## config.mk

```make
export PLATFORM = sky130hd
export DESIGN_NAME = pico_ctrl_flat
export DESIGN_NICKNAME = d
export VERILOG_FILES = /design/src/rtl/pico_ctrl_if.sv /design/src/rtl/pico_ctrl.sv /design/src/flat_wrapper.sv
export SDC_FILE = /design/constraint.sdc
export NUM_CORES = 1
export LEC_CHECK = 0
export CORE_MARGIN = 5
export CORE_UTILIZATION = 39
export CTS_BUF_LIST = sky130_fd_sc_hd__clkbuf_8
export DETAILED_ROUTE_END_ITERATION = 10
export PLACE_DENSITY = 0.89
export SLEW_MARGIN = 20
export SYNTH_ARGS = -nofsm -noshare
export SYNTH_HDL_FRONTEND = slang
export SYNTH_SLANG_ARGS = --single-unit
```

## constraint.sdc

```tcl
create_clock -name clk -period 4.4 [get_ports clk]
set_clock_uncertainty 0.2 [all_clocks]
set_input_delay 0.44 -clock clk [delete_from_list [all_inputs] [get_ports clk]]
set_output_delay 0.44 -clock clk [all_outputs]
set_load 0.02 [all_outputs]
```

## src/rtl/pico_ctrl_if.sv

```systemverilog
// Bus between the pico_ctrl fetch/decode stage, its program memory and the accumulator ALU.
// master = controller side (drives PC and decoded controls), slave = memory/ALU/board side.
interface pico_ctrl_if #(
  parameter int PW = 8,
  parameter int IW = 16
);
  logic [IW-1:0] instr;
  logic [7:0]    acc;
  logic          btn;
  logic [PW-1:0] pc;
  logic [7:0]    imm;
  logic [3:0]    reg_addr;
  logic          reg_we;
  logic          we;
  logic          sel_imm;
  logic          sel_sw;
  logic          sel_reg_data;
  logic          use_mul;
  logic          use_acc;
  logic          waiting;

  modport master (
    input  instr, acc, btn,
    output pc, imm, reg_addr, reg_we, we, sel_imm, sel_sw, sel_reg_data,
           use_mul, use_acc, waiting
  );

  modport slave (
    output instr, acc, btn,
    input  pc, imm, reg_addr, reg_we, we, sel_imm, sel_sw, sel_reg_data,
           use_mul, use_acc, waiting
  );
endinterface

```

## src/rtl/pico_ctrl.sv

```systemverilog
// picoMips fetch/decode/control: PC, instruction decode and push-button WAIT handshake.
// Define PICO_CTRL_BRANCH_EN to build the JMP/BZ branch logic; otherwise opcodes 8/9 act as NOP.
module pico_ctrl #(
  parameter int PW = 8,
  parameter int IW = 16
) (
  input logic       clk,
  input logic       rst,
  pico_ctrl_if.master bus
);

  localparam logic [1:0] RUN          = 2'd0;
  localparam logic [1:0] WAIT_PRESS   = 2'd1;
  localparam logic [1:0] WAIT_RELEASE = 2'd2;

  localparam logic [3:0] OP_LDI  = 4'd1;
  localparam logic [3:0] OP_ADDI = 4'd2;
  localparam logic [3:0] OP_LDSW = 4'd3;
  localparam logic [3:0] OP_ADDR = 4'd4;
  localparam logic [3:0] OP_MULI = 4'd5;
  localparam logic [3:0] OP_ST   = 4'd6;
  localparam logic [3:0] OP_WAIT = 4'd7;
`ifdef PICO_CTRL_BRANCH_EN
  localparam logic [3:0] OP_JMP  = 4'd8;
  localparam logic [3:0] OP_BZ   = 4'd9;
`endif

  logic [1:0]    state;
  logic [1:0]    state_next;
  logic [PW-1:0] pc;
  logic [PW-1:0] pc_next;
  logic [PW-1:0] pc_inc;
  logic          b1;
  logic          b2;
  logic          b3;
  logic          rise;
  logic [3:0]    opcode;
  logic          in_run;
  logic          dec_we;
  logic          dec_reg_we;
  logic          dec_sel_imm;
  logic          dec_sel_sw;
  logic          dec_sel_reg_data;
  logic          dec_use_mul;
  logic          dec_use_acc;

  assign opcode = bus.instr[IW-1 -: 4];
  assign pc_inc = pc + PW'(1);
  assign rise   = b2 & ~b3;
  assign in_run = (state == RUN);

`ifdef PICO_CTRL_BRANCH_EN
  logic [PW-1:0] target;
  if (PW > 8) begin : g_target_wide
    assign target = {{(PW-8){1'b0}}, bus.instr[7:0]};
  end else begin : g_target_narrow
    assign target = bus.instr[PW-1:0];
  end
`else
  logic unused_acc;
  assign unused_acc = ^{1'b0, bus.acc};
`endif

  // b3 trails b2 so a button already held when WAIT is entered cannot count as a press.
  always_ff @(posedge clk or posedge rst) begin
    if (rst) begin
      b1 <= 1'b0;
      b2 <= 1'b0;
      b3 <= 1'b0;
    end else begin
      b1 <= bus.btn;
      b2 <= b1;
      b3 <= b2;
    end
  end

  always_ff @(posedge clk or posedge rst) begin
    if (rst) begin
      state <= RUN;
      pc    <= '0;
    end else begin
      state <= state_next;
      pc    <= pc_next;
    end
  end

  always_comb begin
    state_next = state;
    pc_next    = pc;
    case (state)
      RUN: begin
        case (opcode)
          OP_WAIT: state_next = WAIT_PRESS;
`ifdef PICO_CTRL_BRANCH_EN
          OP_JMP:  pc_next = target;
          OP_BZ:   pc_next = (bus.acc == 8'd0) ? target : pc_inc;
`endif
          default: pc_next = pc_inc;
        endcase
      end
      WAIT_PRESS: begin
        if (rise) state_next = WAIT_RELEASE;
      end
      WAIT_RELEASE: begin
        if (!b2) begin
          state_next = RUN;
          pc_next    = pc_inc;
        end
      end
      default: state_next = RUN;
    endcase
  end

  always_comb begin
    dec_we           = 1'b0;
    dec_reg_we       = 1'b0;
    dec_sel_imm      = 1'b0;
    dec_sel_sw       = 1'b0;
    dec_sel_reg_data = 1'b0;
    dec_use_mul      = 1'b0;
    dec_use_acc      = 1'b0;
    case (opcode)
      OP_LDI: begin
        dec_sel_imm = 1'b1;
        dec_we      = 1'b1;
      end
      OP_ADDI: begin
        dec_sel_imm = 1'b1;
        dec_use_acc = 1'b1;
        dec_we      = 1'b1;
      end
      OP_LDSW: begin
        dec_sel_sw = 1'b1;
        dec_we     = 1'b1;
      end
      OP_ADDR: begin
        dec_sel_reg_data = 1'b1;
        dec_use_acc      = 1'b1;
        dec_we           = 1'b1;
      end
      OP_MULI: begin
        dec_use_mul = 1'b1;
        dec_use_acc = 1'b1;
        dec_we      = 1'b1;
      end
      OP_ST:   dec_reg_we = 1'b1;
      default: ;
    endcase
  end

  // Write strobes are the only outputs that can corrupt state, so they alone are gated.
  assign bus.we           = dec_we & in_run & ~rst;
  assign bus.reg_we       = dec_reg_we & in_run & ~rst;
  assign bus.sel_imm      = dec_sel_imm;
  assign bus.sel_sw       = dec_sel_sw;
  assign bus.sel_reg_data = dec_sel_reg_data;
  assign bus.use_mul      = dec_use_mul;
  assign bus.use_acc      = dec_use_acc;
  assign bus.waiting      = (state == WAIT_PRESS) || (state == WAIT_RELEASE);
  assign bus.pc           = pc;
  assign bus.imm          = bus.instr[7:0];
  assign bus.reg_addr     = bus.instr[11:8];

endmodule

```

## src/flat_wrapper.sv

```systemverilog
// flat-port wrapper written by rule: the top's interface ports become plain ports
module pico_ctrl_flat 
#(
  parameter int PW = 8,
  parameter int IW = 16
)
  (clk, rst, bus_instr, bus_acc, bus_btn, bus_pc, bus_imm, bus_reg_addr, bus_reg_we, bus_we, bus_sel_imm, bus_sel_sw, bus_sel_reg_data, bus_use_mul, bus_use_acc, bus_waiting);
  pico_ctrl_if #(.PW(PW), .IW(IW)) bus_i ();
  input logic clk;
  input logic rst;
  input wire logic [$bits(bus_i.instr)-1:0] bus_instr;
  input wire logic [$bits(bus_i.acc)-1:0] bus_acc;
  input wire logic [$bits(bus_i.btn)-1:0] bus_btn;
  output wire logic [$bits(bus_i.pc)-1:0] bus_pc;
  output wire logic [$bits(bus_i.imm)-1:0] bus_imm;
  output wire logic [$bits(bus_i.reg_addr)-1:0] bus_reg_addr;
  output wire logic [$bits(bus_i.reg_we)-1:0] bus_reg_we;
  output wire logic [$bits(bus_i.we)-1:0] bus_we;
  output wire logic [$bits(bus_i.sel_imm)-1:0] bus_sel_imm;
  output wire logic [$bits(bus_i.sel_sw)-1:0] bus_sel_sw;
  output wire logic [$bits(bus_i.sel_reg_data)-1:0] bus_sel_reg_data;
  output wire logic [$bits(bus_i.use_mul)-1:0] bus_use_mul;
  output wire logic [$bits(bus_i.use_acc)-1:0] bus_use_acc;
  output wire logic [$bits(bus_i.waiting)-1:0] bus_waiting;
  assign bus_i.instr = bus_instr;
  assign bus_i.acc = bus_acc;
  assign bus_i.btn = bus_btn;
  assign bus_pc = bus_i.pc;
  assign bus_imm = bus_i.imm;
  assign bus_reg_addr = bus_i.reg_addr;
  assign bus_reg_we = bus_i.reg_we;
  assign bus_we = bus_i.we;
  assign bus_sel_imm = bus_i.sel_imm;
  assign bus_sel_sw = bus_i.sel_sw;
  assign bus_sel_reg_data = bus_i.sel_reg_data;
  assign bus_use_mul = bus_i.use_mul;
  assign bus_use_acc = bus_i.use_acc;
  assign bus_waiting = bus_i.waiting;
  pico_ctrl #(.PW(PW), .IW(IW)) u_core (.clk(clk), .rst(rst), .bus(bus_i));
endmodule
```

==> flow_results.org <==
** Outcome
- Outcome :: complete, no violations

** Detailed routing
- For this run, the detailed router's first-pass iteration total came to 4.
- Remaining DRCs :: 0
- In this run the remaining antenna-violating nets after routing total 0.
- After the first detailed-routing iteration, the DRC count stood at 9.
- Vias/cell :: 4.97
- Across all layers, the routed design uses 591 vias.
- Mean routed wirelength per cell :: 13.1 um
- Summed over all layers, the routed wires come to 1560 um.

** Final layout
- Fraction of layout cells with a size suffix above 1 :: 9.78%
- In the final layout, the multi-input gates occupy 378 um2.
- After routing the design area is 1020 um2.
- Register cell area after layout :: 325 um2
- Top library cells by usage in the layout, fill and taps aside :: sky130_fd_sc_hd__clkdlybuf4s50_1 (22), sky130_fd_sc_hd__dfrtp_1 (13), sky130_fd_sc_hd__nand2_1 (11)
- Once layout is complete, the utilization of the core stands at 50.8%.
- From synthesis to final layout, the design area changed by 22.4%.
- At the end of the flow, the number of nets in the layout was 124.
- Commonest non-fill, non-tap cell in the layout :: sky130_fd_sc_hd__clkdlybuf4s50_1
- # fillers :: 194
- Final std cells w/o fill :: 119
- The number of antenna diodes in the final layout is 0.

** Clock network
- CTS built an H-tree with a depth of 1.
- The clock passes through at most 2 buffers.
- Clock-pin slew was measured on the worst setup and hold paths at 0.05 ns.
- Hold-fix buffers at CTS :: 0
- In this run the clock root is driven by a sky130_fd_sc_hd__clkbuf_8.
- The later pin in the worst-skew pair is clocked with a latency of 0.24 ns.
- After clock tree synthesis, the repair step resized 0 gates.
- Clock tree synthesis found a total of 13 sinks.
- Post-CTS timing repair inserted 0 buffers for setup.
- In this run, CTS created clock tree buffers numbering 3.
- CTS tree :: done

** Floorplan
- For this configuration, the core starts out at a cell density of 41.5%.
- The die covers 3150 um2.
- Top Ports :: 55
- In this run the vertical extent of the chip is 56.2 um.
- The floorplan step defined a core boundary enclosing 2000 um2.
- Horizontal extent of the die :: 56.2 um
- Row generation in the floorplan step produced 16 rows.

** Logic synthesis
- Share of the yosys chip area belonging to registers :: 39.2%
- sky130_fd_sc_hd__dfrtp_1 takes more of the synthesized area than any other cell.
- The number of nets handed over by synthesis was 112.
- Combined area of all synthesized cells :: 831 um2
- Top cell type's share of synthesized area :: 39.2%
- In this run the mean area of a mapped cell was 10.3 um2.
- Synthesized instance count :: 81
- The Yosys step of the flow raised 0 warnings.
- Ranked by total cell area, the synthesized netlist is headed by sky130_fd_sc_hd__dfrtp_1 (39%), sky130_fd_sc_hd__buf_4 (14%), sky130_fd_sc_hd__xor2_1 (7.4%), sky130_fd_sc_hd__ha_1 (6.0%), sky130_fd_sc_hd__nand2_1 (5.0%).
- Count of state elements after synthesis :: 13
- Counting distinct cell types in the post-synthesis netlist gives 22.

** Power and ir drop
- Static Leak :: 0.456 nW
- Worst vdd rail ir drop :: 0.378 mV
- Power spread over the standard cell area amounts to 640 nW/um2.

** STA
- Final setup violation count :: 0
- The number of pins exceeding their max-slew limit in the final report was 0.
- Final critical-path share of the clock period :: 61.4%
- Setup repair after global routing missed its margin :: no
- Minimum hold slack :: 0.149 ns
- Achievable clock frequency :: 370 MHz
- Rel. slew slack :: 67.0%
- Post-Route Setup TNS :: 0 ns
- For the finished layout, the period the worst path requires is 2.70 ns.
- The number of endpoints with negative hold slack in the final report came to 0.
- Slew of the pin with the lowest slew margin :: 0.494 ns

** Worst setup path
- Traced cell by cell, the critical path runs through clkdlybuf4s50_1, nand2_1, nor3_1, clkdlybuf4s50_1.
- Slowest cell on the critical path :: sky130_fd_sc_hd__clkdlybuf4s50_1
- The worst register-to-register path begins at u_core.state[0].
- Class of the most critical setup path :: input pin to output port
- Buffers & Inverters on Critical Path :: 2
- Data on the critical path arrives at its endpoint at 2.06 ns.
- Counting stages on the worst path, the most repeated cell is sky130_fd_sc_hd__clkdlybuf4s50_1.
- Critical path origin :: bus_instr[13]
- STA puts the critical path data required time at 3.76 ns.
- STA classifies the critical path endpoint as an output port.
- Slowest Stage Delay on Critical Path :: 0.68 ns
- Along the worst path, the maximum fanout reaches 8.
- Among cell families on the critical path, the largest total delay comes from buffers and inverters.
- The worst setup path is launched from an input pin.

** Place
- Once detailed placement completed, the half-perimeter wirelength came to 1210 um.
- Post-detailed-placement cell area :: 972 um2
- Port bufs :: 22
- Number of cells in the design after placement :: 115
- Routability Congestion :: 0.761

** Min path
- The path class of the tightest hold or removal check is flip-flop to flip-flop.
- Hold Path Origin :: u_core.b1

** GRT
- Congestion Overflow GR :: 0
- Antenna violations before repair :: 0
- Global-route usage over all layers :: 10.7%
- The first global-routing pass estimated 2700 um of wire.
- Largest net degree at the start of global routing :: 14
- The number of global-route vias before repair came to 610.

** Flow run
- The tool flagged a number of max-cap violations equal to 0.
## cell usage after synthesis, drive strengths merged
cell	number
and3	1
nand2	11
buf	15
nand4b	1
nand4	1
xor2	7
dfrtp	13
o22a	1
nor2	5
nor3b	1
a21oi	1
nor4b	1
inv	4
nor3	6
and4bb	1
xnor2	1
ha	4
o21ai	1
nor4	2
mux2i	2
mux2	2
## path summary, 6_finish.rpt
path | cells after the start | to | slack (ns)
min | 0 | u_core.b2 | 0.15
max reg2reg | 5 | u_core.bus.pc[1] | 2.53
min in group asynchronous | 2 | u_core.bus.pc[5] | 0.36
min reg2reg | 0 | u_core.b2 | 0.15
max in group asynchronous | 2 | u_core.bus.pc[0] | 3.30
max | 4 | bus_reg_we | 1.70
## through the flow
step | total power [mW] | setup slack, ns
detailed placement | 0.552 | 1.69
global route | 0.699 | 1.59
CTS | 0.660 | 1.68
floorplan | 0.443 | 2.38
global placement | 0.539 | 1.74
finish | 0.651 | 1.70
## sequential cells by signal (all words and copies together) (netlist names)
register       cells
u_core.b2          1
u_core.state       2
u_core.b3          1
u_core.b1          1
u_core.bus.pc      8
## kinds of logic after synthesis
kind of cell | count (synthesis) | synth area share [%]
buffers and inverters | 19 | 15.4
flip-flops | 13 | 39.2
AO/OA/AOI/OAI | 3 | 2.71
adder cells (fa/ha/maj) | 4 | 6.02
AND/OR/NAND/NOR | 30 | 21.7
XOR/XNOR | 8 | 8.43
multiplexers | 4 | 6.63
## final cells by class
type	count	area share (%)
clock buffers	3	4.06
clock inverters	1	0.369
inverters	4	1.48
multi-input cells	49	37.1
flip-flops and latches	13	32.0
well taps	27	3.32
repair buffers	22	21.6
## per-layer routing
layer / GRT usage (%) / wire, um / share of wire (%) / vias up
met4: 7.46 / 42 / 2.7 / 0
met5: 0 / 0 / 0 / -
met1: 11.7 / 624 / 40 / 282
met2: 17.5 / 750 / 48 / 26
met3: 3.25 / 143 / 9.2 / 4
li1: - / - / - / 279
## where the power goes
group | switching (mW) | internal [mW] | leakage [nW]
combinational | 0.181 | 0.160 | 0.270
sequential | 0.0438 | 0.164 | 0.159
clock | 0.0404 | 0.0615 | 0.0269
(Power assumes the default switching activity.)
